<file path="src/rtl/lif_pkg.sv">
// Shared types and default sizing for the LIF neuron spike readout path.
package lif_pkg;

  localparam int TS_W_DEF   = 16;
  localparam int V_W_DEF    = 8;
  localparam int DEPTH_DEF  = 8;
  localparam int DROP_W_DEF = 8;

  typedef struct packed {
    logic [TS_W_DEF-1:0] ts;
    logic [V_W_DEF-1:0]  v;
  } spike_evt_t;

endpackage

</file>
<file path="src/rtl/spike_event_fifo.sv">
// Synchronous show-ahead FIFO of spike events with a registered head entry.
module spike_event_fifo
  import lif_pkg::*;
#(
  parameter int DEPTH = DEPTH_DEF,
  localparam int AW = $clog2(DEPTH)
) (
  input  logic        clk,
  input  logic        rst,
  input  logic        push,
  input  spike_evt_t  din,
  input  logic        pop,
  output spike_evt_t  dout,
  output logic        full,
  output logic        empty,
  output logic [AW:0] level
);

  logic [AW:0]   wr_ptr;
  logic [AW:0]   rd_ptr;
  logic [AW-1:0] next_rd_idx;
  logic          do_push;
  logic          do_pop;
  spike_evt_t    mem [DEPTH];

  assign empty       = (wr_ptr == rd_ptr);
  assign full        = (wr_ptr[AW] != rd_ptr[AW]) && (wr_ptr[AW-1:0] == rd_ptr[AW-1:0]);
  assign do_pop      = pop && !empty;
  assign do_push     = push && (!full || do_pop);
  assign next_rd_idx = rd_ptr[AW-1:0] + 1'b1;

  // NOTE: storage is not reset; only pointers and the head register need a known state.
  always_ff @(posedge clk) begin
    if (do_push) mem[wr_ptr[AW-1:0]] <= din;
  end

  always_ff @(posedge clk) begin
    if (!rst) begin
      wr_ptr <= '0;
      rd_ptr <= '0;
      level  <= '0;
      dout   <= '0;
    end else begin
      if (do_push) wr_ptr <= wr_ptr + 1'b1;
      if (do_pop)  rd_ptr <= rd_ptr + 1'b1;
      case ({do_push, do_pop})
        2'b10:   level <= level + 1'b1;
        2'b01:   level <= level - 1'b1;
        default: level <= level;
      endcase
      // Head refills from the incoming event when it becomes the only entry.
      if (do_push && (empty || (do_pop && level == (AW+1)'(1))))
        dout <= din;
      else if (do_pop && level > (AW+1)'(1))
        dout <= mem[next_rd_idx];
    end
  end

endmodule

</file>
<file path="src/rtl/spike_event_logger.sv">
// Timestamps rising edges of a neuron axon, buffers them and counts drops.
module spike_event_logger
  import lif_pkg::*;
#(
  parameter int TS_W   = TS_W_DEF,
  parameter int V_W    = V_W_DEF,
  parameter int DEPTH  = DEPTH_DEF,
  parameter int DROP_W = DROP_W_DEF,
  localparam int LW = $clog2(DEPTH) + 1
) (
  input  logic              clk,
  input  logic              rst,
  input  logic              axon,
  input  logic [V_W-1:0]    V,
  output logic              evt_valid,
  input  logic              evt_ready,
  output logic [TS_W-1:0]   evt_ts,
  output logic [V_W-1:0]    evt_v,
  output logic [LW-1:0]     level,
  output logic              overflow,
  output logic [DROP_W-1:0] drop_count
);

  logic [TS_W-1:0] ts_cnt;
  logic            axon_q;
  logic            spike;
  logic            pop;
  logic            full;
  logic            empty;
  logic            drop;
  spike_evt_t      din;
  spike_evt_t      head;

  assign spike     = axon && !axon_q;
  assign pop       = evt_valid && evt_ready;
  assign drop      = spike && full && !pop;
  assign evt_valid = !empty;
  assign evt_ts    = head.ts;
  assign evt_v     = head.v;

  always_comb begin
    din    = '0;
    din.ts = ts_cnt;
    din.v  = V;
  end

  always_ff @(posedge clk) begin
    if (!rst) begin
      ts_cnt     <= '0;
      axon_q     <= 1'b0;
      overflow   <= 1'b0;
      drop_count <= '0;
    end else begin
      ts_cnt <= ts_cnt + 1'b1;
      axon_q <= axon;
      if (drop) begin
        overflow <= 1'b1;
        if (drop_count != '1) drop_count <= drop_count + 1'b1;
      end
    end
  end

  spike_event_fifo #(.DEPTH(DEPTH)) u_fifo (
    .clk   (clk),
    .rst   (rst),
    .push  (spike),
    .din   (din),
    .pop   (pop),
    .dout  (head),
    .full  (full),
    .empty (empty),
    .level (level)
  );

endmodule

</file>
<file path="config.mk">
export PLATFORM = sky130hd
export DESIGN_NAME = spike_event_logger
export DESIGN_NICKNAME = d
export VERILOG_FILES = /design/src/rtl/lif_pkg.sv /design/src/rtl/spike_event_fifo.sv /design/src/rtl/spike_event_logger.sv
export SDC_FILE = /design/constraint.sdc
export NUM_CORES = 1
export LEC_CHECK = 0
export ABC_CLOCK_PERIOD_IN_PS = 4800
export BUFFER_PORTS_ARGS = -buffer_cell sky130_fd_sc_hd__buf_2
export CORE_MARGIN = 4
export CORE_UTILIZATION = 47
export CTS_BUF_LIST = sky130_fd_sc_hd__clkbuf_2
export CTS_CLUSTER_DIAMETER = 60
export DETAILED_ROUTE_END_ITERATION = 16
export PLACE_DENSITY = 0.64
export SYNTH_ARGS = -nofsm -noshare
export SYNTH_HDL_FRONTEND = slang
export SYNTH_HIERARCHICAL = 1
export SYNTH_SLANG_ARGS = --single-unit
</file>
<file path="constraint.sdc">
create_clock -name clk -period 4.8 [get_ports clk]
set_input_delay 0.48 -clock clk [delete_from_list [all_inputs] [get_ports clk]]
set_output_delay 0.48 -clock clk [all_outputs]
set_load 0.01 [all_outputs]
</file>
Word level (Yosys, flattened, before mapping)
Memory sizes are Yosys's and may differ from the RTL's.
Index checks and enable logic that the tools add are counted.
{"block": "totals", "regBits": 62, "latch_bits": 0, "mem_bits_rw": 192, "rom_bits": 0, "input_bits": 12, "output_inout_bits": 38, "wordCells": 49, "mem_count": 1}
{"block": "classes", "add_sub_neg": 7, "multipliers": 0, "n_div": 0, "magnitude_cmp": 1, "n_eq_ne": 7, "shift": 0, "mux": 5, "n_bitwise": 0, "reduce_logical": 19}
{"memory": "u_fifo.mem", "words": 8, "word_bits": 24, "read_ports": 1, "rd_ports_with_merged_regs": 0, "wr": 1, "line_no": "spike_event_fifo.sv:24", "rtl": "spike_evt_t mem [DEPTH];"}
{"cell": "$mux 24", "n": 2}
{"cell": "$add 16x1->16 const B", "n": 1}
{"cell": "$add 4x1->4 const B", "n": 3}
{"cell": "$logic_and 1x1->1", "n": 10}
{"cell": "$add 8x1->8 const B", "n": 1}
{"cell": "$ne 8x8->1 const B", "n": 1}
{"cell": "$pmux 4 s2", "n": 1}
{"cell": "$eq 4x1->1 const B", "n": 1}
{"cell": "$eq 4x4->1", "n": 1}
{"cell": "$gt 4x1->1 const B", "n": 1}
{"cell": "$logic_not 1->1", "n": 4}
{"cell": "$reduce_bool 2->1", "n": 2}
{"cell": "$sub 4x1->4 const B", "n": 1}
{"cell": "$add 3x1->3 const B", "n": 1}
{"cell": "$eq 3x3->1", "n": 1}
{"cell": "$eq 2x1->1 const B", "n": 1}
{"cell": "$eq 2x2->1 const B", "n": 1}
{"cell": "$logic_or 1x1->1", "n": 2}
{"cell": "$mux 1", "n": 2}
{"cell": "$reduce_and 2->1", "n": 1}
{"cell": "$ne 1x1->1", "n": 1}

Longest topological paths before layout
Gate-level depths: netlist of run 1.
{"block": "logic_depth", "ltp_word": 8, "depth_mapped": 11, "mapped_depth_nobuf": 9}

Cells and area by module
Netlist of run 1, hierarchy kept.
{"module": "spike_event_fifo", "n_inst": 1, "cells_per_inst": 533, "area_each_um2": 8934.8, "seq_area_each_um2": 6486.2}
{"module": "spike_event_logger", "n_inst": 1, "cells_per_inst": 128, "area_each_um2": 1202.4, "seq_area_each_um2": 520.5}

Least setup slack after synthesis of run 1
OpenSTA, ideal clock, no wires.
{"block": "synth_timing", "path_kind": "register -> register", "from": "register u_fifo.wr_ptr[0]", "to": "memory u_fifo/mem[4][0] (netlist name), enable pin", "setup_time_ns": 0.474, "arrival_time_ns": 3.785, "setup_slack_ns": 0.540, "stages_incl_launch_ff": 7, "path_buffers": 1, "cell_sequence": "dfxtp_1 > buf_4 > xor2_1 > nor4_2 > nor2b_2 > o21ai_4 > nor4b_1"}
{"block": "synth_via", "elab_chain_len": 8, "word_cells_on_any_way": 11}
{"item": "from (decl)", "line_no": "spike_event_fifo.sv:19", "rtl": "logic [AW:0] wr_ptr;"}
{"item": "from (signal assigned)", "line_no": "spike_event_fifo.sv:44", "rtl": "if (do_push) wr_ptr <= wr_ptr + 1'b1;"}
{"item": "$eq 4x4->1", "line_no": "spike_event_fifo.sv:26", "rtl": "assign empty = (wr_ptr == rd_ptr);"}
{"item": "named net empty", "line_no": "spike_event_logger.sv:29", "rtl": "logic empty;"}
{"item": "$logic_not 1->1", "line_no": "spike_event_logger.sv:37", "rtl": "assign evt_valid = !empty;"}
{"item": "$logic_and 1x1->1", "line_no": "spike_event_logger.sv:35", "rtl": "assign pop = evt_valid && evt_ready;"}
{"item": "named net pop", "line_no": "spike_event_logger.sv:27", "rtl": "logic pop;"}
{"item": "$logic_and 1x1->1", "line_no": "spike_event_fifo.sv:28", "rtl": "assign do_pop = pop && !empty;"}
{"item": "$logic_or 1x1->1", "line_no": "spike_event_fifo.sv:29", "rtl": "assign do_push = push && (!full || do_pop);"}
{"item": "$logic_and 1x1->1", "line_no": "spike_event_fifo.sv:29"}
{"item": "$mux 1", "line_no": "spike_event_fifo.sv:34", "rtl": "if (do_push) mem[wr_ptr[AW-1:0]] <= din;"}
{"item": "$mux 1 (implied by the code)", "line_no": "spike_event_fifo.sv:34"}
{"item": "to (decl)", "line_no": "spike_event_fifo.sv:24"}
The timed path passes the listed nets, and every way through them passes these cells.

Worst setup path after layout of run 1
{"block": "layout_timing", "from": "register u_fifo.wr_ptr[0]", "to": "register u_fifo/dout[14] (netlist name)"}
{"block": "layout_via", "elab_chain_len": 8, "word_cells_on_any_way": 15}
{"item": "$eq 4x4->1 *", "line_no": "spike_event_fifo.sv:26"}
{"item": "named net empty", "line_no": "spike_event_logger.sv:29"}
{"item": "$logic_not 1->1 *", "line_no": "spike_event_logger.sv:37"}
{"item": "$logic_and 1x1->1 *", "line_no": "spike_event_logger.sv:35"}
{"item": "named net pop", "line_no": "spike_event_logger.sv:27"}
{"item": "$logic_and 1x1->1 *", "line_no": "spike_event_fifo.sv:28"}
{"item": "$logic_or 1x1->1 or $logic_and 1x1->1 (tied branches)", "line_no": "spike_event_fifo.sv:29, spike_event_fifo.sv:52"}
{"item": "$logic_and 1x1->1 or $logic_or 1x1->1 (tied branches)", "line_no": "spike_event_fifo.sv:29, spike_event_fifo.sv:52"}
{"item": "$logic_and 1x1->1", "line_no": "spike_event_fifo.sv:52", "rtl": "if (do_push && (empty || (do_pop && level == (AW+1)'(1))))"}
{"item": "$mux 24 or $reduce_bool 2->1 (tied branches)"}
{"item": "to (signal assigned)", "line_no": "spike_event_fifo.sv:53", "rtl": "dout <= din;"}
{"item": "to (signal assigned)", "line_no": "spike_event_fifo.sv:55", "rtl": "dout <= mem[next_rd_idx];"}
{"item": "to (decl)", "line_no": "spike_event_fifo.sv:13", "rtl": "output spike_evt_t dout,"}
Mark *: on every way through the listed nets, which the timed path passes. The rest lies on a longest branch.
A chain may end at the register's enable or synchronous reset.

==> reports/qor.csv, run 1 <==
stage,metric,value,unit
run_status,status,finished clean,
sta,maxClockFrequency,303,MHz
pwr,design_power_total,4.12,mW
sta,fin_skew,0.0353,ns
sta,fin_hold_ws,0.116,ns
synth,mean_area_per_synthesized_cell,15.3,sq um
placement,placer_s_final_routability_congestion_estimate,0.773,
synth,synth-seq-area-share,69.1,%
pwr,power_switching_share,24.7,%
synth,netlist-cell-type-count,58,
final_layout,filler_cell_count,1773,
placement,place.port_buffers,49,
routing,first_iter_violations,381,
setup_path,kind_of_end_point_of_the_critical_path,flip-flop,
synth,syn-cell-area,0.0101,sq mm
pwr,power_frac_clock,34.0,%
routing,antenna_violating_nets_post_route,0,
pwr,peakVddDrop,135,uV
final_layout,post_route_cells_drive_above_1_share,30.0,%
setup_path,timing.setup.critical_path_class,reg2reg,
flow_run,cap_violations,0,
routing,detail_route.drc_violations,0,
synth,synth_edf_count,192,
clock_network,tritoncts,yes,
floorplan,die_h,155,um
final_layout,combined_area_of_the_multi_input_logic_cells,0.00294,sq mm
synth,synthesis.instances,661,
final_layout,regArea,0.00701,sq mm
final_layout,final_core_util,53.9,%
setup_path,crit_arrival,4.05,ns
clock_network,numCtsBuffers,61,
synth,synth_ff_type,edfxtp_1,
routing,total_via_count_after_detailed_routing,6051,
sta,drv_slew,0,
grt,grt.total_usage,18.6,%
synth,synth_top_area_share,56.9,%
sta,finalHoldViolCount,0,
setup_path,critPathSlowestCell,a2111oi_0,
floorplan,design.core.area,0.0211,sq mm
clock_network,cts.htree.levels,2,
setup_path,worstPathCellList,"xor2_1, nor4_2, nor2b_2, o41a_1, nand3_2, a2111oi_0, a221o_1",
clock_network,clock_pin_slew_worst_setup_and_hold_paths,0.11,ns
clock_network,postCtsResizedCells,0,
clock_network,ctsLongestPathBuffers,3,
grt,grt_pass1_wl,34.9,mm
synth,async_sr_flop_fraction,0,%
floorplan,design.die.area,0.0240,sq mm
final_layout,num-nets-final,779,
synth,synth_seq_cells,254,
routing,drt-vias-per-instance,5.61,
clock_network,clock_sinks,254,
setup_path,largest_fanout_on_the_critical_path,24,
floorplan,die_w,155,um
pwr,internal_power,3.10,mW
clock_network,cts-root-buf,clkbuf_2,
pwr,comb_power_share,7.1,%
pwr,power.share.sequential,58.9,%
sta,finalSetupTns,0,ns
worst_hold_path,worstHoldPathType,in2reg,
sta,grt_setup_unrepaired,no,
routing,detail_route.first_pass.iterations,5,
pwr,switching_power,1.02,mW
grt,first_global_vias,6391,
synth,syn-num-nets,681,
pwr,power_leakage,3.97,nW
pwr,cellPowerDensity,362,mW/mm^2
grt,antenna_found_initial,1,
clock_network,post_cts_buffers,0,
sta,min_period_over_period,68.7,%
floorplan,row_count,53,
sta,worst_slew_pin_slew,1.34,ns
routing,detail_route.wirelength,22.2,mm
sta,worst_slew_margin_rel,10.9,%
sta,setup-violations-final,0,
setup_path,startpoint_type,flip-flop,
placement,dp_hpwl,12.2,mm
clock_network,clk_latency,0.83,ns
setup_path,critical-path-max-stage-delay,0.67,ns
synth,netlist.top_cell.by_area,edfxtp_1,
setup_path,critPathRequiredTime,5.55,ns
routing,wl_per_cell,20.5,um
synth,yosysWarningCount,6,
final_layout,area_delta_synth_final,12.2,%
grt,grt_max_degree,52,
sta,fin_crit,3.30,ns
floorplan,starting_utilization_of_the_core_area,48.1,%
floorplan,ioPinCount,50,
grt,overflow,0,
synth,synth.top_cells.by_area,"edfxtp_1 (57%), dfxtp_1 (12%), mux2_2 (5.4%), mux2i_1 (2.9%), a221o_1 (2.4%)",
state kept, by name, indices dropped and copies added (netlist names):
signal and count:
axon_q 1, ts_cnt 16, drop_count 8, overflow 1, u_fifo/level 4, u_fifo/wr_ptr 4, u_fifo/dout 24, u_fifo/rd_ptr 4
u_fifo/mem 192
synth_stat cells (all sizes together) (4+ instances only):
| library cell | number |
|---|---|
| ha | 8 |
| nor2b | 26 |
| mux2 | 49 |
| nor2 | 27 |
| o22ai | 24 |
| buf | 25 |
| nand3 | 6 |
| o21ai | 9 |
| xor2 | 12 |
| a2111oi | 23 |
| a211oi | 25 |
| inv | 11 |
| a221o | 24 |
| and3 | 5 |
| nand2 | 12 |
| clkbuf | 14 |
| dfxtp | 62 |
| or3 | 4 |
| nand4 | 9 |
| nor4 | 7 |
| and2 | 5 |
| xnor2 | 13 |
| a21oi | 6 |
| edfxtp | 192 |
| mux2i | 29 |
| nor3 | 6 |
repair_timing:
action / 4_1_cts / 5_1_grt
hold endpoints to repair: 73 / 0
setup endpoints to repair: 0 / 0
hold buffers: 9 / 0
logic make-up (layout without fill, tap and decap cells):
family / after synthesis / count (layout) / share of synthesized area [%]
compound gates: 122 / 122 / 9.44
xor+xnor: 25 / 25 / 2.16
fa+ha+maj: 8 / 8 / 0.987
buf+inv: 51 / 193 / 2.47
flops: 254 / 254 / 69.1
mux: 78 / 78 / 8.31
other cells: 0 / 1 / 0
simple gates: 123 / 123 / 7.52
power groups by stage:
stage | sequential, mW | clock [mW] | combinational, mW
floorplan | 2.48 | 0 | 0.197
global placement | 2.48 | 0 | 0.281
detailed placement | 2.48 | 0 | 0.289
CTS | 2.43 | 1.45 | 0.296
global route | 2.44 | 1.57 | 0.317
finish | 2.43 | 1.40 | 0.292
final cells by class:
| type | count | area share [%] |
|---|---|---|
| tap | 275 | 3.03 |
| multi-input combinational | 356 | 25.8 |
| clock inverter | 6 | 0.429 |
| antenna | 1 | 0.0220 |
| timing repair buffer | 74 | 4.23 |
| clock buffer | 101 | 4.45 |
| sequential | 254 | 61.6 |
| inverter | 12 | 0.396 |
final timing paths:
| kind | start | endpoint | slack [ns] | depth (start not counted) |
|---|---|---|---|---|
| setup / recovery | u_fifo/wr_ptr[0] | u_fifo/dout[14] | 1.50 | 7 |
| hold / removal | rst | overflow | 0.12 | 2 |
| setup reg to reg | u_fifo/wr_ptr[0] | u_fifo/dout[14] | 1.50 | 7 |
| hold reg to reg | u_fifo/dout[6] | u_fifo/dout[6] | 0.49 | 1 |
worst max-delay path, delay by kind of cell, from the launching register on:
family          cells  cell delay [ns]
xor+xnor            1             0.31
flops               1             0.60
simple gates        3             1.04
compound gates      3             1.27
per-layer routing:
metal / global-route usage (%) / part of all wire (%) / up-vias
met2: 30.9 / 50 / 166
met5: 0 / 0 / -
met1: 24.2 / 44 / 3008
met4: 7.57 / 1.9 / 0
li1: - / - / 2839
met3: 3.28 / 4.5 / 38
placed cells by master, fill, tap and decap left out, types with 7 or more instances in the layout:
cell	netlist	layout
nor2_1	27	25
ha_1	8	7
dlygate4sd3_1	0	9
buf_2	17	49
xor2_1	12	12
nor4_2	6	7
a221o_1	24	24
inv_1	11	11
nand2_1	12	12
a211oi_1	25	25
o22ai_1	24	24
mux2_2	49	49
xnor2_1	13	13
buf_4	4	14
clkbuf_2	0	101
dfxtp_1	62	62
edfxtp_1	192	192
nor2b_1	25	25
mux2i_1	29	29
a2111oi_0	23	23
stage by stage:
step	setup slack, ns	cells	cell area [sq um]
after floorplan	0.540	661	10100
final	1.50	1079	11400
after detailed placement	1.54	962	10700
after global placement	1.68	962	10700
after global routing	1.30	1079	11400
after CTS	1.52	1078	11400
No activity file was read; power rests on OpenSTA's default activity.
==> run 2: changes to the inputs <==
--- a/config.mk
+++ b/config.mk
@@ -5,14 +5,14 @@
 export SDC_FILE = /design/constraint.sdc
 export NUM_CORES = 1
 export LEC_CHECK = 0
-export ABC_CLOCK_PERIOD_IN_PS = 4800
+export ABC_CLOCK_PERIOD_IN_PS = 2850
 export BUFFER_PORTS_ARGS = -buffer_cell sky130_fd_sc_hd__buf_2
 export CORE_MARGIN = 4
 export CORE_UTILIZATION = 47
 export CTS_BUF_LIST = sky130_fd_sc_hd__clkbuf_2
 export CTS_CLUSTER_DIAMETER = 60
 export DETAILED_ROUTE_END_ITERATION = 16
-export PLACE_DENSITY = 0.64
+export PLACE_DENSITY = 0.66
 export SYNTH_ARGS = -nofsm -noshare
 export SYNTH_HDL_FRONTEND = slang
 export SYNTH_HIERARCHICAL = 1
==> constraint.sdc (replaced) <==
create_clock -name clk -period 2.85 [get_ports clk]
set_input_delay 0.285 -clock clk [delete_from_list [all_inputs] [get_ports clk]]
set_output_delay 0.285 -clock clk [all_outputs]
set_load 0.01 [all_outputs]
==> reports/qor.csv, run 2 (synthesis gave the netlist of run 1 again) <==
stage,metric,value,unit,change
run_status,status,finished clean,,
routing,detail_route.drc_violations,0,,unchanged
placement,placedInstanceArea,0.0110,sq mm,+2.3%
floorplan,die_w,155,um,unchanged
setup_path,timing.reg2reg.worst_path_depth,10,,+3
sta,maxClockFrequency,366,MHz,+21%
floorplan,ioPinCount,50,,unchanged
pwr,cellPowerDensity,628,mW/mm^2,+73%
setup_path,worstSetupStartpoint,u_fifo/wr_ptr[3],,
final_layout,largest_register_ffs,192,,unchanged
setup_path,startpoint_type,flip-flop,,
clock_network,clock_pin_slew_worst_setup_and_hold_paths,0.10,ns,about the same
sta,fin_skew,0.0777,ns,+0.0424 ns
grt,antenna_found_initial,1,,unchanged
routing,detail_route.first_pass.iterations,4,,-1
clock_network,cts.htree.levels,3,,+1
final_layout,num-nets-final,806,,+3.5%
final_layout,post_route_cells_drive_above_1_share,32.2,%,+2.2 points
floorplan,design.die.area,0.0240,sq mm,unchanged
routing,drt-vias-per-instance,5.60,,-0.13%
setup_path,crit-reg2reg-capture,u_fifo/level[3],,
setup_path,kind_of_end_point_of_the_critical_path,flip-flop,,
pwr,peakVddDrop,238,uV,+77%
final_layout,final_core_util,55.9,%,+2.0 points
setup_path,critical-path-max-stage-delay,0.59,ns,-0.08 ns
setup_path,worst_r2r_startpoint,u_fifo/wr_ptr[3],,
placement,placer_s_final_routability_congestion_estimate,0.808,,+4.5%
setup_path,path_depth,10,,+3
clock_network,post_cts_buffers,0,,unchanged
floorplan,starting_utilization_of_the_core_area,48.1,%,unchanged
sta,grt_setup_unrepaired,no,,
clock_network,clk_latency,0.81,ns,-0.02 ns
grt,overflow,0,,unchanged
placement,dp_hpwl,12.5,mm,+3.2%
floorplan,die_h,155,um,unchanged
clock_network,tritoncts,yes,,
setup_path,critPathRequiredTime,3.50,ns,-2.05 ns
grt,grt_max_degree,33,,-37%
grt,first_global_vias,6338,,-0.83%
sta,fin_crit,2.73,ns,-0.568 ns
setup_path,crit_arrival,3.38,ns,-0.67 ns
setup_path,critPathTopFamily,simple AND/OR/NAND/NOR gates,,
routing,antenna_violating_nets_post_route,0,,unchanged
clock_network,ctsLongestPathBuffers,3,,unchanged
final_layout,mostFrequentLayoutCells,"edfxtp_1 (192), clkbuf_2 (103), dfxtp_1 (62), buf_2 (49), mux2_2 (49)",,
sta,finalSetupTns,0,ns,unchanged
setup_path,worstPathCellList,"xor2_1, nor4_2, nor2b_2, buf_4, o41a_1, ha_1, or4b_2, a21oi_1, xnor2_1, nor2_1",,
routing,wl_per_cell,19.7,um,-4.2%
grt,grt_pass1_wl,34.7,mm,-0.58%
floorplan,row_count,53,,unchanged
setup_path,critical_path.endpoint,u_fifo/level[3],,
floorplan,design.core.area,0.0211,sq mm,unchanged
pwr,power_leakage,4.16,nW,+4.9%
final_layout,layout.cell_area.non_filler,0.0118,sq mm,+3.6%
sta,drv_slew,0,,unchanged
final_layout,most_frequent_standard_cell_in_the_layout_excluding_fill_and_tap_cells,edfxtp_1,,
placement,place.port_buffers,49,,unchanged
clock_network,clock_sinks,254,,unchanged
worst_hold_path,worstHoldPathType,in2reg,,
grt,grt.total_usage,18.6,%,about the same
setup_path,critPathSlowestCell,or4b_2,,
sta,setup-violations-final,0,,unchanged
clock_network,cts-root-buf,clkbuf_2,,
routing,detail_route.wirelength,21.9,mm,-1.1%
sta,min_period_over_period,95.8,%,+27 points
final_layout,area_delta_synth_final,16.2,%,
setup_path,largest_fanout_on_the_critical_path,5,,-79%
sta,worst_slew_pin_slew,0.769,ns,-0.568 ns
setup_path,timing.setup.critical_path_class,reg2reg,,
routing,first_iter_violations,400,,+5.0%
clock_network,numCtsBuffers,66,,+8.2%
setup_path,r2r_slack,0.12,ns,-1.38 ns
flow_run,cap_violations,0,,unchanged
sta,finalHoldViolCount,0,,unchanged
routing,total_via_count_after_detailed_routing,6239,,+3.1%
sta,worst_slew_margin_rel,48.7,%,+38 points
setup_path,path_buf_inv,1,,+1
run 2: metal layers:
metal / GRT usage [%] / vias to the layer above / wire length (um)
li1: - / 2909 / -
met1: 24.3 / 3122 / 9580
met2: 30.4 / 177 / 10900
met3: 4.20 / 31 / 1140
met4: 6.94 / 0 / 338
met5: 0 / - / 0
run 2: area by class of cell:
| cell class | instances | area, sq um |
|---|---|---|
| fill | 1681 | 9300 |
| sequential | 254 | 7010 |
| multi-input combinational | 356 | 2990 |
| timing repair buffer | 96 | 701 |
| clock buffer | 103 | 515 |
| tap | 275 | 344 |
| clock inverter | 17 | 179 |
| inverter | 12 | 45.0 |
| antenna | 1 | 2.50 |
run 2: worst min path at each step:
stage                        to  cells after the start       from
2_1_floorplan  u_fifo/mem[0][0]                      0       V[0]
3_3_place_gp           overflow                      1   overflow
3_5_place_dp           overflow                      1   overflow
4_1_cts           drop_count[3]                      5  evt_ready
5_1_grt           drop_count[3]                      5  evt_ready
6_report          drop_count[3]                      5  evt_ready
run 2: worst reg2reg max path, stage by stage (launching register included):
cell and delay [ns]:
dfxtp_1 0.41, xor2_1 0.31, nor4_2 0.12, nor2b_2 0.20, buf_4 0.17, o41a_1 0.18
ha_1 0.26, or4b_2 0.59, a21oi_1 0.19, xnor2_1 0.13, nor2_1 0.06
run 2: report_power, final:
group | total (mW) | internal (mW) | switching, mW
registers | 4.08 | 4.04 | 0.0440
clock network | 2.76 | 1.32 | 1.45
logic | 0.558 | 0.233 | 0.324
total | 7.40 | 5.59 | 1.81
run 2: stage by stage:
step	total power, mW	hold slack (ns)	std cells	setup slack (ns)
global route	7.76	0.207	1114	0.00104
CTS	7.50	0.178	1113	0.114
floorplan	4.51	0.384	661	-0.208
detailed placement	4.71	0.458	982	0.121
global placement	4.70	0.443	982	0.164
finish	7.40	0.268	1114	0.121
run 2: repair_timing:
item                                    4_1_cts  5_1_grt
hold buffers                                 11        0
endpoints found under the setup margin        0        2
hold endpoints to repair                     84        0
gates resized for setup                       0        2
